$ cat src/rtl/pipeline_hazard_ctrl_pkg.sv
// Shared types and helpers for the pipeline hazard/sequencing controller.
//   ctrl_state_e  : sequencer states (BOOT=0, RUN=1, MEM_WAIT=2, HALTED=3)
//   REG_X0        : architectural zero register index (never a hazard source)
//   stage_ctrl_t  : en/sync_rst pair for one pipeline register
//   loadUseHazard : ID-stage dependency on a load currently in EX
package pipeline_hazard_ctrl_pkg;

  typedef enum logic [1:0] {
    BOOT     = 2'd0,
    RUN      = 2'd1,
    MEM_WAIT = 2'd2,
    HALTED   = 2'd3
  } ctrl_state_e;

  localparam logic [4:0] REG_X0 = 5'd0;

  typedef struct packed {
    logic en;
    logic syncRst;
  } stage_ctrl_t;

  // A flushing stage must also be enabled so the clear actually lands.
  localparam stage_ctrl_t STAGE_HOLD  = '{en: 1'b0, syncRst: 1'b0};
  localparam stage_ctrl_t STAGE_RUN   = '{en: 1'b1, syncRst: 1'b0};
  localparam stage_ctrl_t STAGE_FLUSH = '{en: 1'b1, syncRst: 1'b1};

  // Writes to x0 are discarded, so a load targeting x0 never creates a dependency.
  function automatic logic loadUseHazard(
    input logic [4:0] rs1,
    input logic [4:0] rs2,
    input logic       rs1Used,
    input logic       rs2Used,
    input logic [4:0] exRd,
    input logic       exIsLoad
  );
    return exIsLoad && (exRd != REG_X0) &&
           ((rs1Used && (rs1 == exRd)) || (rs2Used && (rs2 == exRd)));
  endfunction

endpackage

$ cat src/rtl/pipeline_hazard_ctrl_if.sv
// Bundle between the hazard controller and the rest of the RV32 core.
//   master : controller side (consumes hazard info, drives enables/flushes/status)
//   slave  : core side (drives hazard info, consumes enables/flushes/status)
// Inputs to the controller : id_rs1/id_rs2 (+_used), ex_rd, ex_is_load, ex_redirect,
//                            mem_req, mem_ready, wb_halt, resume
// Outputs of the controller: pc_en, <stage>_en/<stage>_sync_rst for IF_ID, ID_EX,
//                            EX_MEM, MEM_WB, halted, mem_fault, stall_cnt, flush_cnt
interface pipeline_hazard_ctrl_if #(
  parameter int CNT_W = 32
);

  logic [4:0]       id_rs1;
  logic [4:0]       id_rs2;
  logic             id_rs1_used;
  logic             id_rs2_used;
  logic [4:0]       ex_rd;
  logic             ex_is_load;
  logic             ex_redirect;
  logic             mem_req;
  logic             mem_ready;
  logic             wb_halt;
  logic             resume;

  logic             pc_en;
  logic             IF_ID_en;
  logic             IF_ID_sync_rst;
  logic             ID_EX_en;
  logic             ID_EX_sync_rst;
  logic             EX_MEM_en;
  logic             EX_MEM_sync_rst;
  logic             MEM_WB_en;
  logic             MEM_WB_sync_rst;
  logic             halted;
  logic             mem_fault;
  logic [CNT_W-1:0] stall_cnt;
  logic [CNT_W-1:0] flush_cnt;

  modport master (
    input  id_rs1, id_rs2, id_rs1_used, id_rs2_used, ex_rd, ex_is_load,
           ex_redirect, mem_req, mem_ready, wb_halt, resume,
    output pc_en, IF_ID_en, IF_ID_sync_rst, ID_EX_en, ID_EX_sync_rst,
           EX_MEM_en, EX_MEM_sync_rst, MEM_WB_en, MEM_WB_sync_rst,
           halted, mem_fault, stall_cnt, flush_cnt
  );

  modport slave (
    output id_rs1, id_rs2, id_rs1_used, id_rs2_used, ex_rd, ex_is_load,
           ex_redirect, mem_req, mem_ready, wb_halt, resume,
    input  pc_en, IF_ID_en, IF_ID_sync_rst, ID_EX_en, ID_EX_sync_rst,
           EX_MEM_en, EX_MEM_sync_rst, MEM_WB_en, MEM_WB_sync_rst,
           halted, mem_fault, stall_cnt, flush_cnt
  );

endinterface

$ cat src/rtl/pipeline_hazard_ctrl_sat_counter.sv
// Saturating up-counter used for the performance counters.
//   clk         : clock, rising edge
//   async_rst_n : asynchronous active-low reset, clears the count
//   inc         : count this cycle
//   q           : current count, sticks at all-ones
module sat_counter #(
  parameter int W = 32
) (
  input  logic         clk,
  input  logic         async_rst_n,
  input  logic         inc,
  output logic [W-1:0] q
);

  // Counter register: holds once every bit is set instead of wrapping to zero.
  always_ff @(posedge clk or negedge async_rst_n) begin
    if (!async_rst_n) begin
      q <= '0;
    end else if (inc && (q != {W{1'b1}})) begin
      q <= q + W'(1);
    end
  end

endmodule

$ cat src/rtl/pipeline_hazard_ctrl.sv
// Central sequencer for the 5-stage RV32 core: drives pc_en and the en/sync_rst pairs
// of IF_ID, ID_EX, EX_MEM and MEM_WB. Handles boot flush, load-use stall, EX redirect
// flush, data-memory wait freeze and halt/resume, and keeps saturating perf counters.
//   clk         : clock, rising edge
//   async_rst_n : asynchronous active-low reset (returns to BOOT, clears counters)
//   ctrl_if     : master modport carrying hazard inputs and all control/status outputs
module pipeline_hazard_ctrl
  import pipeline_hazard_ctrl_pkg::*;
#(
  parameter int BOOT_FLUSH_CYC = 4,
  parameter int MEM_TIMEOUT    = 255,
  parameter int CNT_W          = 32
) (
  input  logic                   clk,
  input  logic                   async_rst_n,
  pipeline_hazard_ctrl_if.master ctrl_if
);

  localparam int                BOOT_W     = (BOOT_FLUSH_CYC > 1) ? $clog2(BOOT_FLUSH_CYC) : 1;
  localparam logic [BOOT_W-1:0] BOOT_LAST  = BOOT_W'(BOOT_FLUSH_CYC - 1);
  localparam int                WAIT_W     = (MEM_TIMEOUT > 1) ? $clog2(MEM_TIMEOUT + 1) : 1;
  localparam logic [WAIT_W-1:0] WAIT_LIMIT = WAIT_W'(MEM_TIMEOUT);
  localparam logic [WAIT_W-1:0] WAIT_MAX   = '1;

  ctrl_state_e       state_q, state_d;
  logic [BOOT_W-1:0] bootCnt_q, bootCnt_d;
  logic [WAIT_W-1:0] waitCnt_q, waitCnt_d;
  logic              memFault_q, memFault_d;

  logic        memBlocked;
  logic        loadUse;
  logic        issue;
  stage_ctrl_t ifId, idEx, exMem, memWb;
  logic        pcEn;
  logic        haltedOut;
  logic        stallInc;
  logic        flushInc;

  assign memBlocked = ctrl_if.mem_req & ~ctrl_if.mem_ready;
  assign loadUse    = loadUseHazard(ctrl_if.id_rs1, ctrl_if.id_rs2, ctrl_if.id_rs1_used,
                                    ctrl_if.id_rs2_used, ctrl_if.ex_rd, ctrl_if.ex_is_load);

  // The pipeline may act on halt/redirect/load-use this cycle: a RUN cycle not blocked by
  // memory, or the MEM_WAIT cycle in which the access finally completes. Hazard inputs are
  // frozen with the pipe during the wait, so they are applied on that exit cycle.
  assign issue = (state_q == RUN) ? ~memBlocked
                                  : ((state_q == MEM_WAIT) && ctrl_if.mem_ready);

  // State register plus boot/wait counters and the sticky fault flag.
  always_ff @(posedge clk or negedge async_rst_n) begin
    if (!async_rst_n) begin
      state_q    <= BOOT;
      bootCnt_q  <= '0;
      waitCnt_q  <= '0;
      memFault_q <= 1'b0;
    end else begin
      state_q    <= state_d;
      bootCnt_q  <= bootCnt_d;
      waitCnt_q  <= waitCnt_d;
      memFault_q <= memFault_d;
    end
  end

  // Next-state logic. A stalled memory access has top priority; a halt arriving during
  // the wait is taken on the exit cycle. The timeout check only fires while still waiting.
  always_comb begin
    state_d    = state_q;
    bootCnt_d  = bootCnt_q;
    waitCnt_d  = waitCnt_q;
    memFault_d = memFault_q;
    unique case (state_q)
      BOOT: begin
        bootCnt_d = bootCnt_q + BOOT_W'(1);
        if (bootCnt_q == BOOT_LAST) state_d = RUN;
      end
      RUN: begin
        if (memBlocked) begin
          state_d   = MEM_WAIT;
          waitCnt_d = WAIT_W'(1);
        end else if (ctrl_if.wb_halt) begin
          state_d = HALTED;
        end
      end
      MEM_WAIT: begin
        if (ctrl_if.mem_ready) begin
          state_d = ctrl_if.wb_halt ? HALTED : RUN;
        end else if ((MEM_TIMEOUT != 0) && (waitCnt_q == WAIT_LIMIT)) begin
          memFault_d = 1'b1;
          state_d    = HALTED;
        end else if (waitCnt_q != WAIT_MAX) begin
          waitCnt_d = waitCnt_q + WAIT_W'(1);
        end
      end
      HALTED: begin
        if (ctrl_if.resume && !memFault_q) state_d = RUN;
      end
      default: state_d = BOOT;
    endcase
  end

  // Output logic. Everything holds by default; each issuing rule then opens up only the
  // stages it needs. A redirect squashes the ID instruction, so it outranks load-use.
  always_comb begin
    pcEn      = 1'b0;
    ifId      = STAGE_HOLD;
    idEx      = STAGE_HOLD;
    exMem     = STAGE_HOLD;
    memWb     = STAGE_HOLD;
    haltedOut = 1'b0;
    stallInc  = 1'b0;
    flushInc  = 1'b0;
    unique case (state_q)
      BOOT: begin
        ifId  = STAGE_FLUSH;
        idEx  = STAGE_FLUSH;
        exMem = STAGE_FLUSH;
        memWb = STAGE_FLUSH;
      end
      RUN, MEM_WAIT: begin
        if (issue) begin
          if (ctrl_if.wb_halt) begin
            memWb = STAGE_RUN;
          end else if (ctrl_if.ex_redirect) begin
            pcEn     = 1'b1;
            ifId     = STAGE_FLUSH;
            idEx     = STAGE_FLUSH;
            exMem    = STAGE_RUN;
            memWb    = STAGE_RUN;
            flushInc = 1'b1;
          end else if (loadUse) begin
            idEx  = STAGE_FLUSH;
            exMem = STAGE_RUN;
            memWb = STAGE_RUN;
          end else begin
            pcEn  = 1'b1;
            ifId  = STAGE_RUN;
            idEx  = STAGE_RUN;
            exMem = STAGE_RUN;
            memWb = STAGE_RUN;
          end
        end
        stallInc = ~pcEn;
      end
      HALTED: haltedOut = 1'b1;
      default: ;
    endcase
  end

  assign ctrl_if.pc_en           = pcEn;
  assign ctrl_if.IF_ID_en        = ifId.en;
  assign ctrl_if.IF_ID_sync_rst  = ifId.syncRst;
  assign ctrl_if.ID_EX_en        = idEx.en;
  assign ctrl_if.ID_EX_sync_rst  = idEx.syncRst;
  assign ctrl_if.EX_MEM_en       = exMem.en;
  assign ctrl_if.EX_MEM_sync_rst = exMem.syncRst;
  assign ctrl_if.MEM_WB_en       = memWb.en;
  assign ctrl_if.MEM_WB_sync_rst = memWb.syncRst;
  assign ctrl_if.halted          = haltedOut;
  assign ctrl_if.mem_fault       = memFault_q;

  sat_counter #(.W(CNT_W)) u_stallCnt (
    .clk         (clk),
    .async_rst_n (async_rst_n),
    .inc         (stallInc),
    .q           (ctrl_if.stall_cnt)
  );

  sat_counter #(.W(CNT_W)) u_flushCnt (
    .clk         (clk),
    .async_rst_n (async_rst_n),
    .inc         (flushInc),
    .q           (ctrl_if.flush_cnt)
  );

endmodule
$ cat src/flat_wrapper.sv
// flat-port wrapper written by rule: the top's interface ports become plain ports
module pipeline_hazard_ctrl_flat import pipeline_hazard_ctrl_pkg::*;
#(
  parameter int BOOT_FLUSH_CYC = 4,
  parameter int MEM_TIMEOUT    = 255,
  parameter int CNT_W          = 32
)
  (clk, async_rst_n, ctrl_if_id_rs1, ctrl_if_id_rs2, ctrl_if_id_rs1_used, ctrl_if_id_rs2_used, ctrl_if_ex_rd, ctrl_if_ex_is_load, ctrl_if_ex_redirect, ctrl_if_mem_req, ctrl_if_mem_ready, ctrl_if_wb_halt, ctrl_if_resume, ctrl_if_pc_en, ctrl_if_IF_ID_en, ctrl_if_IF_ID_sync_rst, ctrl_if_ID_EX_en, ctrl_if_ID_EX_sync_rst, ctrl_if_EX_MEM_en, ctrl_if_EX_MEM_sync_rst, ctrl_if_MEM_WB_en, ctrl_if_MEM_WB_sync_rst, ctrl_if_halted, ctrl_if_mem_fault, ctrl_if_stall_cnt, ctrl_if_flush_cnt);
  pipeline_hazard_ctrl_if #(.CNT_W(CNT_W)) ctrl_if_i ();
  input  logic clk;
  input  logic async_rst_n;
  input wire logic [$bits(ctrl_if_i.id_rs1)-1:0] ctrl_if_id_rs1;
  input wire logic [$bits(ctrl_if_i.id_rs2)-1:0] ctrl_if_id_rs2;
  input wire logic [$bits(ctrl_if_i.id_rs1_used)-1:0] ctrl_if_id_rs1_used;
  input wire logic [$bits(ctrl_if_i.id_rs2_used)-1:0] ctrl_if_id_rs2_used;
  input wire logic [$bits(ctrl_if_i.ex_rd)-1:0] ctrl_if_ex_rd;
  input wire logic [$bits(ctrl_if_i.ex_is_load)-1:0] ctrl_if_ex_is_load;
  input wire logic [$bits(ctrl_if_i.ex_redirect)-1:0] ctrl_if_ex_redirect;
  input wire logic [$bits(ctrl_if_i.mem_req)-1:0] ctrl_if_mem_req;
  input wire logic [$bits(ctrl_if_i.mem_ready)-1:0] ctrl_if_mem_ready;
  input wire logic [$bits(ctrl_if_i.wb_halt)-1:0] ctrl_if_wb_halt;
  input wire logic [$bits(ctrl_if_i.resume)-1:0] ctrl_if_resume;
  output wire logic [$bits(ctrl_if_i.pc_en)-1:0] ctrl_if_pc_en;
  output wire logic [$bits(ctrl_if_i.IF_ID_en)-1:0] ctrl_if_IF_ID_en;
  output wire logic [$bits(ctrl_if_i.IF_ID_sync_rst)-1:0] ctrl_if_IF_ID_sync_rst;
  output wire logic [$bits(ctrl_if_i.ID_EX_en)-1:0] ctrl_if_ID_EX_en;
  output wire logic [$bits(ctrl_if_i.ID_EX_sync_rst)-1:0] ctrl_if_ID_EX_sync_rst;
  output wire logic [$bits(ctrl_if_i.EX_MEM_en)-1:0] ctrl_if_EX_MEM_en;
  output wire logic [$bits(ctrl_if_i.EX_MEM_sync_rst)-1:0] ctrl_if_EX_MEM_sync_rst;
  output wire logic [$bits(ctrl_if_i.MEM_WB_en)-1:0] ctrl_if_MEM_WB_en;
  output wire logic [$bits(ctrl_if_i.MEM_WB_sync_rst)-1:0] ctrl_if_MEM_WB_sync_rst;
  output wire logic [$bits(ctrl_if_i.halted)-1:0] ctrl_if_halted;
  output wire logic [$bits(ctrl_if_i.mem_fault)-1:0] ctrl_if_mem_fault;
  output wire logic [$bits(ctrl_if_i.stall_cnt)-1:0] ctrl_if_stall_cnt;
  output wire logic [$bits(ctrl_if_i.flush_cnt)-1:0] ctrl_if_flush_cnt;
  assign ctrl_if_i.id_rs1 = ctrl_if_id_rs1;
  assign ctrl_if_i.id_rs2 = ctrl_if_id_rs2;
  assign ctrl_if_i.id_rs1_used = ctrl_if_id_rs1_used;
  assign ctrl_if_i.id_rs2_used = ctrl_if_id_rs2_used;
  assign ctrl_if_i.ex_rd = ctrl_if_ex_rd;
  assign ctrl_if_i.ex_is_load = ctrl_if_ex_is_load;
  assign ctrl_if_i.ex_redirect = ctrl_if_ex_redirect;
  assign ctrl_if_i.mem_req = ctrl_if_mem_req;
  assign ctrl_if_i.mem_ready = ctrl_if_mem_ready;
  assign ctrl_if_i.wb_halt = ctrl_if_wb_halt;
  assign ctrl_if_i.resume = ctrl_if_resume;
  assign ctrl_if_pc_en = ctrl_if_i.pc_en;
  assign ctrl_if_IF_ID_en = ctrl_if_i.IF_ID_en;
  assign ctrl_if_IF_ID_sync_rst = ctrl_if_i.IF_ID_sync_rst;
  assign ctrl_if_ID_EX_en = ctrl_if_i.ID_EX_en;
  assign ctrl_if_ID_EX_sync_rst = ctrl_if_i.ID_EX_sync_rst;
  assign ctrl_if_EX_MEM_en = ctrl_if_i.EX_MEM_en;
  assign ctrl_if_EX_MEM_sync_rst = ctrl_if_i.EX_MEM_sync_rst;
  assign ctrl_if_MEM_WB_en = ctrl_if_i.MEM_WB_en;
  assign ctrl_if_MEM_WB_sync_rst = ctrl_if_i.MEM_WB_sync_rst;
  assign ctrl_if_halted = ctrl_if_i.halted;
  assign ctrl_if_mem_fault = ctrl_if_i.mem_fault;
  assign ctrl_if_stall_cnt = ctrl_if_i.stall_cnt;
  assign ctrl_if_flush_cnt = ctrl_if_i.flush_cnt;
  pipeline_hazard_ctrl #(.BOOT_FLUSH_CYC(BOOT_FLUSH_CYC), .MEM_TIMEOUT(MEM_TIMEOUT), .CNT_W(CNT_W)) u_core (.clk(clk), .async_rst_n(async_rst_n), .ctrl_if(ctrl_if_i));
endmodule
$ cat config.mk
export PLATFORM = sky130hd
export DESIGN_NAME = pipeline_hazard_ctrl_flat
export DESIGN_NICKNAME = d
export VERILOG_FILES = /design/src/rtl/pipeline_hazard_ctrl_pkg.sv /design/src/rtl/pipeline_hazard_ctrl_if.sv /design/src/rtl/pipeline_hazard_ctrl_sat_counter.sv /design/src/rtl/pipeline_hazard_ctrl.sv /design/src/flat_wrapper.sv
export SDC_FILE = /design/constraint.sdc
export NUM_CORES = 1
export LEC_CHECK = 0
export CORE_ASPECT_RATIO = 0.5
export CORE_MARGIN = 5
export CORE_UTILIZATION = 42
export DETAILED_ROUTE_END_ITERATION = 8
export GPL_ROUTABILITY_DRIVEN = 0
export PLACE_DENSITY = 0.67
export RECOVER_POWER = 100
export SYNTH_ARGS = -nofsm -noshare
export SYNTH_HDL_FRONTEND = slang
export SYNTH_SLANG_ARGS = --single-unit
$ cat constraint.sdc
create_clock -name clk -period 5.9 [get_ports clk]
set_input_delay 0.885 -clock clk [delete_from_list [all_inputs] [get_ports clk]]
set_output_delay 0.885 -clock clk [all_outputs]
set_load 0.02 [all_outputs]
==> flow_metrics.tcl <==
set metrics [dict create \
    hold_viol 0 \
    clock-sinks 77 \
    cp-start-kind "input pin" \
    ant_nets 0 \
    synth-simple-area-share_pct 22.6 \
    nNetsFinal 532 \
    cap_violations 1 \
    ys_ff_latch 77 \
    cts_root_buffer "clkbuf_16" \
    pin_count 100 \
    clock_latency_ns 0.33 \
    r2r_cells 8 \
    r2r_end "u_core.u_stallCnt.q[29]" \
    die_y_um 79.2 \
    crit_chain "dlygate4sd3_1 -> or4_1 -> o21a_1 -> a311oi_1 -> nor2_1 -> nor2_1 -> dlygate4sd3_1" \
    cts_setup_buffers 0 \
    synth_top_cell_by_area "dfrtp_1" \
    drive_above_1_share_pct 3.59 \
    dp_slack_ns 1.73 \
    finalCritPeriodShare_pct 73.3 \
    worstMarginPinSlew_ns 1.72 \
    drv_slew 23 \
    avgRoutedWirePerCell_um 14.9 \
    synthCells 396 \
    clock.fmax_mhz 231 \
    synthArstFlopShare_pct 100 \
    grt_pass1_vias 3156 \
    final-setup-viol-count 0 \
    initial_core_util_pct 42.9 \
    die_w_um 148 \
    dominantRegCellSynth "dfrtp_1" \
    die_area_um2 11800 \
    crit_path_max_fanout 3 \
    htree_num_levels 3 \
    top_usage_layer "met2" \
    cpLargestDelayFamily "buffers and inverters" \
    hold_buffers 0 \
    relSlewSlack_pct -15.1 \
    yosysWarningCount 0 \
    n_fill_cell 843 \
    rr_startpoint "u_core.state_q[0]" \
    mappedNetlistArea_um2 4020 \
    gr-usage-met2_pct 27.0 \
    min_period_ns 4.32 \
    synth.top_cells.by_area "dfrtp_1 48%, xnor2_1 8.5%, xor2_1 8.1%, nand3_1 4.2%, nand4_1 3.1%" \
    postCtsResizedCells 0 \
    fin_ws_ns 1.58 \
    grt_pass1_wl_um 15600 \
    synth_compound_area_share_pct 6.65 \
    hold_depth 1 \
    synth_fa_ha_area_share_pct 2.49 \
    final_cell_area_um2 5370 \
    rows 25 \
    min_to "u_core.bootCnt_q[0]" \
    grt_use_met3_pct 4.96 \
    synth_top_area_share_pct 47.9 \
    crit_path_end_kind "primary output" \
    grtUsageMet1_pct 21.3 \
    port_buffers 99 \
    crit_buf_inv 2 \
    rsz0062_at_grt "false" \
    vias 3288 \
    grt_overflow_total 0 \
    antenna_found_initial 0 \
    grt_use_total_pct 16.6 \
    post_drt_via_cell_ratio 5.28 \
    r2r_slack_ns 2.67 \
    drt-pass1-iter-count 4 \
    critPathArrivalTime_ns 3.44 \
    crit_type "input pin to primary output" \
    finalWirelength_um 9260 \
    cts.reportedPaths.clkPinSlew_ns 0.06 \
    peakVddDrop_uv 152 \
    hold_path_class "flip-flop to flip-flop" \
    syn_avg_cell_area_um2 10.2 \
    grt_max_degree 78 \
    yosys.area_share.xor_xnor_pct 16.5 \
    status "finished, violations left" \
    core_area_um2 9380 \
    worst_clock_skew_ns 0.00483 \
    cts_made_buffers 9 \
    insertedDiodeCount 0 \
    drc 0 \
    cp.required_ns 5.02 \
    first_iter_violations 213 \
    synth_top_family_by_area "simple AND/OR/NAND/NOR gates" \
    synthMuxAreaShare_pct 1.09 \
    syn_to_final_growth_pct 33.3 \
    min_from "u_core.bootCnt_q[0]" \
    leakagePower_uw 0.00244 \
    yosysUniqueCellTypes 50 \
    ys_seq_area_share_pct 47.9 \
    slowest_delay_ns 0.67 \
    synth_edf_count 0 \
    violations "capacitance limit, slew limit" \
    cts_tree "yes" \
    synth_nets 429 \
    placed_area_um2 5130 \
    fin_tns_setup_ns 0 \
    power.density_nw_per_um2 320 \
    critPathSlowestCell "dlygate4sd3_1" \
    hpwl_um 6780 \
    clockBufferDepth 2 \
]
-- worst max path at each step --
stage	startpoint	endpoint	slack, ns	depth (start not counted)
after CTS	ctrl_if_ex_rd[0]	ctrl_if_IF_ID_en	1.71	7
after global routing	ctrl_if_ex_rd[0]	ctrl_if_IF_ID_en	1.44	7
after floorplan	ctrl_if_ex_rd[0]	ctrl_if_IF_ID_en	2.32	5
after detailed placement	ctrl_if_ex_rd[0]	ctrl_if_IF_ID_en	1.73	7
final	ctrl_if_ex_rd[0]	ctrl_if_IF_ID_en	1.58	7
after global placement	ctrl_if_ex_rd[0]	ctrl_if_IF_ID_en	1.79	7
-- registers in the layout, indices dropped and copies added (netlist names) --
register,cells
u_core.state_q,2
u_core.waitCnt_q,8
u_core.bootCnt_q,2
u_core.u_flushCnt.q,32
u_core.ctrl_if.mem_fault,1
u_core.u_stallCnt.q,32
-- synthesized netlist by cell type, types with 2 or more instances --
cell	n
o21ai_0	7
nor2b_1	2
or4_1	3
nor3b_1	2
nor2_1	25
xor2_1	37
o21a_1	2
ha_1	8
and4_1	6
a21oi_1	4
buf_4	4
xnor2_1	39
or3_1	4
nor3_1	18
dfrtp_1	77
nand2b_1	4
nand3_1	34
nand2_1	24
o21ai_1	3
mux2_1	2
a22o_1	5
inv_1	17
nand4_1	20
clkbuf_1	4
nor4_1	8
and3_1	13
-- layout make-up --
class / count / area, um^2 / share of cell area (%)
repair buffers: 100 / 992 / 18.5
inverters: 17 / 63.8 / 1.19
clock buffers: 11 / 233 / 4.34
multi-input cells: 294 / 1980 / 37.0
well taps: 121 / 151 / 2.82
clock inverters: 3 / 15.0 / 0.280
flip-flops and latches: 77 / 1930 / 35.9
-- placed cells by master (no fill, tap or decap), types with 17 or more instances in the layout --
master,n
nand2_1,24
dlygate4sd3_1,77
clkdlybuf4s50_1,21
nor2_1,25
nor3_1,18
xnor2_1,39
xor2_1,37
dfrtp_1,77
nand4_1,20
inv_1,17
nand3_1,34
-- through the flow --
step,hold WS (ns),utilization (%),power [uW],std cells
2_1_floorplan,0.445,-,1050,396
3_3_place_gp,0.467,54.6,1280,609
3_5_place_dp,0.465,54.6,1290,609
4_1_cts,0.476,57.3,1780,623
5_1_grt,0.497,57.2,1830,623
6_report,0.470,57.2,1720,623
-- layer usage --
metal | wire length [um] | part of all wire (%)
met1 | 4370 | 47
met3 | 396 | 4.3
met2 | 4360 | 47
met4 | 133 | 1.4
met5 | 0 | 0
-- cells by family after synthesis --
kind of cell / after synthesis
AO/OA/AOI/OAI: 37
buffers and inverters: 25
AND/OR/NAND/NOR: 169
flip-flops: 77
adder cells (fa/ha/maj): 8
XOR/XNOR: 76
multiplexers: 4
-- power by group --
group | internal [uW] | leakage, uW | total, uW | switching [uW]
sequential | 581 | 0.000992 | 639 | 58.7
combinational | 235 | 0.00132 | 599 | 364
clock | 278 | 0.000125 | 479 | 202
Power figures use the tool's default switching activity.
